--- src/rtl/cav14_pkg.sv ---
// Shared types, default geometry and pointer arithmetic for the cav14 pointer-chase pair.
package cav14_pkg;

  localparam int unsigned W_DEF = 3;

  typedef enum logic [1:0] {
    IDLE = 2'd0,
    READ = 2'd1,
    ERR  = 2'd2
  } state_t;

  // Wrapped writer-minus-reader distance, masked to pw bits.
  function automatic logic [31:0] occ_f(input logic [31:0] wr,
                                        input logic [31:0] rd,
                                        input int unsigned pw);
    logic [31:0] mask;
    mask  = (32'(1) << pw) - 32'(1);
    occ_f = (wr - rd) & mask;
  endfunction

endpackage

--- src/rtl/cav14_ptr_occ.sv ---
// Occupancy between writer and reader pointers, plus the overrun flag (occupancy beyond ring depth).
module cav14_ptr_occ
  import cav14_pkg::*;
#(
  parameter int unsigned PW = W_DEF + 1
) (
  input  logic [PW-1:0] wr_ptr_i,
  input  logic [PW-1:0] rd_ptr_i,
  output logic [PW-1:0] occ_c_o,
  output logic          overrun_c_o
);

  localparam int unsigned DEPTH = 2 ** (PW - 1);

  always_comb begin
    occ_c_o     = PW'(occ_f(32'(wr_ptr_i), 32'(rd_ptr_i), PW));
    overrun_c_o = (32'(occ_c_o) > DEPTH);
  end

endmodule

--- src/rtl/cav14_chase_reader.sv ---
// Reader end of the cav14 pointer-chase pair; prop drops (sticky) if the writer ever overtakes the reader.
// Optional CHASE_ASSERT_EN compiles in the safety assertions and the writer-step assumption.
module cav14_chase_reader
  import cav14_pkg::*;
#(
  parameter  int unsigned W  = W_DEF,
  localparam int unsigned PW = W + 1
) (
  input  logic          clk,
  input  logic          rst,
  input  logic [PW-1:0] wr_ptr,
  input  logic          rd_ready,
  output logic          rd_valid,
  output logic [PW-1:0] rd_ptr,
  output logic [PW-1:0] rd_count,
  output logic          prop
);

  state_t        state_q;
  logic [PW-1:0] rd_ptr_q;
  logic [PW-1:0] rd_ptr_d;
  logic          rd_valid_q;
  logic          prop_q;

  logic [PW-1:0] occ;
  logic          overrun;
  logic          fire;
  logic [PW-1:0] next_occ;

  cav14_ptr_occ #(
    .PW(PW)
  ) u_occ (
    .wr_ptr_i   (wr_ptr),
    .rd_ptr_i   (rd_ptr_q),
    .occ_c_o    (occ),
    .overrun_c_o(overrun)
  );

  // Occupancy as it will be after this cycle's handshake.
  always_comb begin
    fire     = rd_valid_q & rd_ready;
    rd_ptr_d = rd_ptr_q + PW'(1);
    next_occ = occ - PW'(fire);
  end

  always_ff @(posedge clk) begin
    if (rst) begin
      state_q    <= IDLE;
      rd_ptr_q   <= '0;
      rd_valid_q <= 1'b0;
      prop_q     <= 1'b1;
    end else begin
      case (state_q)
        IDLE, READ: begin
          if (overrun) begin
            state_q    <= ERR;
            rd_valid_q <= 1'b0;
            prop_q     <= 1'b0;
          end else begin
            if (fire) rd_ptr_q <= rd_ptr_d;
            state_q    <= (next_occ != '0) ? READ : IDLE;
            rd_valid_q <= (next_occ != '0);
          end
        end
        default: begin
          // Sticky until reset, regardless of later writer movement.
          state_q    <= ERR;
          rd_valid_q <= 1'b0;
          prop_q     <= 1'b0;
        end
      endcase
    end
  end

  assign rd_valid = rd_valid_q;
  assign rd_ptr   = rd_ptr_q;
  assign rd_count = occ;
  assign prop     = prop_q;

`ifdef CHASE_ASSERT_EN
  a_prop : assert property (@(posedge clk) disable iff (rst) prop);
  a_read_nonempty : assert property (@(posedge clk) disable iff (rst)
    !(state_q == READ) || (occ != '0));
  m_writer_step : assume property (@(posedge clk) disable iff (rst)
    (PW'(wr_ptr - $past(wr_ptr)) == PW'(0)) || (PW'(wr_ptr - $past(wr_ptr)) == PW'(1)));
`else
`endif

endmodule

--- config.mk ---
export PLATFORM = sky130hd
export DESIGN_NAME = cav14_chase_reader
export DESIGN_NICKNAME = d
export VERILOG_FILES = /design/src/rtl/cav14_pkg.sv /design/src/rtl/cav14_ptr_occ.sv /design/src/rtl/cav14_chase_reader.sv
export SDC_FILE = /design/constraint.sdc
export NUM_CORES = 1
export LEC_CHECK = 0
export ABC_CLOCK_PERIOD_IN_PS = 4300
export BUFFER_PORTS_ARGS = -buffer_cell sky130_fd_sc_hd__buf_2
export CELL_PAD_IN_SITES_DETAIL_PLACEMENT = 1
export CELL_PAD_IN_SITES_GLOBAL_PLACEMENT = 1
export CORE_UTILIZATION = 30
export CTS_BUF_LIST = sky130_fd_sc_hd__clkbuf_4 sky130_fd_sc_hd__clkbuf_8
export DETAILED_ROUTE_END_ITERATION = 8
export GPL_ROUTABILITY_DRIVEN = 0
export MAX_ROUTING_LAYER = met4
export PLACE_DENSITY_LB_ADDON = 0.3
export SLEW_MARGIN = 20
export SYNTH_ARGS = -nofsm -noshare
export SYNTH_HDL_FRONTEND = slang
export SYNTH_HIERARCHICAL = 1
export SYNTH_SLANG_ARGS = --single-unit
export TNS_END_PERCENT = 30
--- constraint.sdc ---
create_clock -name clk -period 4.3 [get_ports clk]
set_input_delay 0.43 -clock clk [delete_from_list [all_inputs] [get_ports clk]]
set_output_delay 0.43 -clock clk [all_outputs]
set_load 0.01 [all_outputs]
==> qor.log <==
qor: final_layout.layout-drive-gt1-share 35.3%
qor: worst_setup_path.crit_path_max_fanout 5
qor: route.wl_met1 439 µm
qor: sta.setup_violations 0
qor: flow_run.maxCapViolations 0
qor: route.antenna_violating_nets_post_route 0
qor: clock_network.cts_hold_buf 0
qor: synthesis.yosys.area_share.xor_xnor 7.67%
qor: route.route.detailed.vias_per_inst 4.78
qor: clock_network.clock_path_buffers 2
qor: global_route.antenna_found_initial 0
qor: sta.slew_at_the_pin_with_the_worst_max_slew_slack 0.340 ns
qor: synthesis.synth_edf_count 0
qor: route.final_routed_wire_length_divided_by_cell_count 11.7 µm
qor: synthesis.postSynthNetCount 62
qor: clock_network.cts_root_buf sky130_fd_sc_hd__clkbuf_4
qor: global_route.grt_pass1_wl 1.44 mm
qor: run_status.status finished clean
qor: sta.grt_setup_unrepaired false
qor: synthesis.complex_gate_fraction_of_the_synthesized_area 8.77%
qor: sta.slew_violations 0
qor: worst_hold_path.hold_path_class primary input to flop
qor: clock_network.clock_insertion_delay_worst_skew 0.25 ns
qor: sta.timing.final.crit_share 57.6%
qor: route.met3RoutedLength 49 µm
qor: route.num_vias 397
qor: global_route.first_global_vias 356
qor: sta.finalWorstSetupSlack 1.82 ns
qor: worst_setup_path.critical_path_buf_inv_count 1
qor: pwr.irDropWorstVdd 108 µV
qor: synthesis.synth_top_flop_cell sky130_fd_sc_hd__dfxtp_1
qor: synthesis.post-synth-top-area-fraction 30.7%
qor: pwr.power.density 284 nW/µm²
qor: route.wl_met2 472 µm
qor: final_layout.n_antenna_cell 0
qor: route.firstDrtPassIters 4
qor: clock_network.cts_setup_buffers 0
qor: synthesis.syn-cell-area 457 µm²
qor: global_route.global_route.usage.total 13.9%
qor: floorplan.row_count 13
qor: route.route.detailed.drc 0
qor: synthesis.share_of_synthesized_cell_area_in_and_or_nand_and_nor_gates 23.6%
qor: synthesis.post_synth_mux_area_share 5.48%
qor: sta.max_freq 403 MHz
qor: global_route.grt_overflow 0
qor: clock_network.tritoncts done
qor: floorplan.num_io_pins 17
qor: worst_setup_path.data_arrival_time_at_the_worst_slack_endpoint 2.62 ns
qor: sta.final_hold_viol_count 0
qor: floorplan.die_w 41.0 µm
qor: placement.dpl_worst_slack 1.71 ns
qor: sta.fin_worst_skew 0.00101 ns
qor: synthesis.syn-instance-count 49
qor: floorplan.die_h 41.0 µm
qor: route.route.top_layer_used met4
qor: synthesis.ys_async_sr_fraction 0%
qor: synthesis.syn_avg_cell_area 9.32 µm²
qor: pwr.power.static_leakage 0.298 nW
qor: synthesis.synth_top_family_by_area simple AND/OR/NAND/NOR gates
qor: final_layout.layout_cells_excl_fill 83
qor: final_layout.final_net_count 82
qor: placement.io_buffer_count 16
qor: worst_setup_path.crit_slowest_cell sky130_fd_sc_hd__dfxtp_1
qor: clock_network.numCtsBuffers 3
qor: synthesis.synth_sequential_area_ratio 30.7%
qor: worst_setup_path.timing.critical_path.cells ha_1 > inv_1 > fa_1 > xor2_1 > nor3_1 > nor3_2 > and4bb_4 > nand4_2 > mux2_4
qor: route.detail_route.wirelength 969 µm
qor: worst_setup_path.worstPathRequired 4.44 ns
qor: worst_setup_path.setup.worst_path.end_class flop
qor: sta.period_needed 2.48 ns
qor: synthesis.netlist.top_cell.by_area sky130_fd_sc_hd__dfxtp_1
qor: clock_network.number_of_instances_resized_during_post_cts_repair 0
qor: placement.hpwlAfterDp 793 µm
qor: final_layout.area_growth 27.4%
qor: floorplan.core_region_area 1350 µm²
qor: sta.fin_tns_setup 0 ns
qor: worst_setup_path.critPathMaxStageDelay 0.45 ns
qor: worst_setup_path.critical_path.top_delay_family simple AND/OR/NAND/NOR gates
qor: synthesis.synthTopCellsByArea sky130_fd_sc_hd__dfxtp_1, sky130_fd_sc_hd__ha_1, sky130_fd_sc_hd__nor2_1, sky130_fd_sc_hd__xor2_1, sky130_fd_sc_hd__inv_1
qor: synthesis.postSynthRegisterBits 7
qor: clock_network.worst_setup_hold_path_clk_slew 0.05 ns
qor: placement.placed_cells_incl_taps 79
qor: floorplan.floorplan.die_area 1680 µm²
qor: synthesis.area_share_of_fa_ha_maj_cells_after_synthesis 18.1%
qor: route.drt_iter0_drc 4
qor: synthesis.synth_cell_type_count 23
qor: clock_network.sinks_on_the_clock_net 7
qor: clock_network.h-tree-depth 1
qor: worst_setup_path.crit_start_category flop
qor: worst_setup_path.critical_path_class flop to flop
qor: global_route.pin_count_of_the_biggest_net_entering_global_routing 10
qor: floorplan.initial_utilization 33.8%
qor: pwr.total_power_draw 0.165 mW
qor: synthesis.number_of_warnings_issued_by_yosys 6
qor: synthesis.synthTopCellsByCount sky130_fd_sc_hd__dfxtp_1, sky130_fd_sc_hd__nor2_1, sky130_fd_sc_hd__inv_1, sky130_fd_sc_hd__ha_1
qor: sta.max_slew_margin 76.8%
[kinds of logic after synthesis]
kind of cell / Yosys count
xor+xnor: 4
compound gates: 6
fa+ha+maj: 6
simple gates: 17
flops: 7
buf+inv: 7
mux: 2
[per-stage QoR]
step                      util (%)  hold WS (ns)  area, µm²
after floorplan                  -         0.423        457
after global placement        40.9         0.432        552
after detailed placement      40.9         0.443        552
after CTS                     43.1         0.456        582
after global routing          43.1         0.466        582
final                         43.1         0.454        582
[power breakdown]
group | total, mW | internal [mW] | switching [mW]
Sequential | 0.0700 | 0.0679 | 0.00209
Clock | 0.0666 | 0.0418 | 0.0248
Combinational | 0.0289 | 0.0132 | 0.0156
[per-layer routing]
metal | vias to the layer above | GRT usage (%)
li1 | 205 | -
met1 | 178 | 14.8
met2 | 12 | 23.4
met3 | 2 | 1.63
met4 | 0 | 10.0
met5 | - | -
[area by class of cell]
cell class | count | area, µm²
clock buffers | 4 | 30.0
inverters | 6 | 22.5
well taps | 15 | 18.8
repair buffers | 16 | 80.1
flip-flops and latches | 7 | 140
multi-input cells | 35 | 290
fillers | 180 | 768
[placed cells by master (no fill, tap or decap), drive strengths merged]
cell type  count
fa             1
buf           16
clkbuf         4
a31o           1
inv            6
nor3           3
nand2b         1
xnor2          1
ha             5
dfxtp          7
and4bb         1
mux2i          1
xor2           3
a21oi          3
nor2           7
and3           1
a2111oi        1
mux2           1
nor2b          1
and2           1
nand3b         1
nand4          1
a21o           1
[sequential cells by signal (all words and copies together) (netlist names)]
register,flops
state_q,2
prop,1
rd_ptr,4
[path summary, 6_finish.rpt]
| kind | endpoint | cells past startpoint | slack [ns] | start |
|---|---|---|---|---|
| worst min-delay path | rd_ptr[0] | 2 | 0.45 | rst |
| worst max-delay path | rd_ptr[3] | 9 | 1.82 | rd_ptr[0] |
| worst min register to register | prop | 1 | 0.46 | prop |
| worst max register to register | rd_ptr[3] | 9 | 1.82 | rd_ptr[0] |
Power figures use the tool's default switching activity.
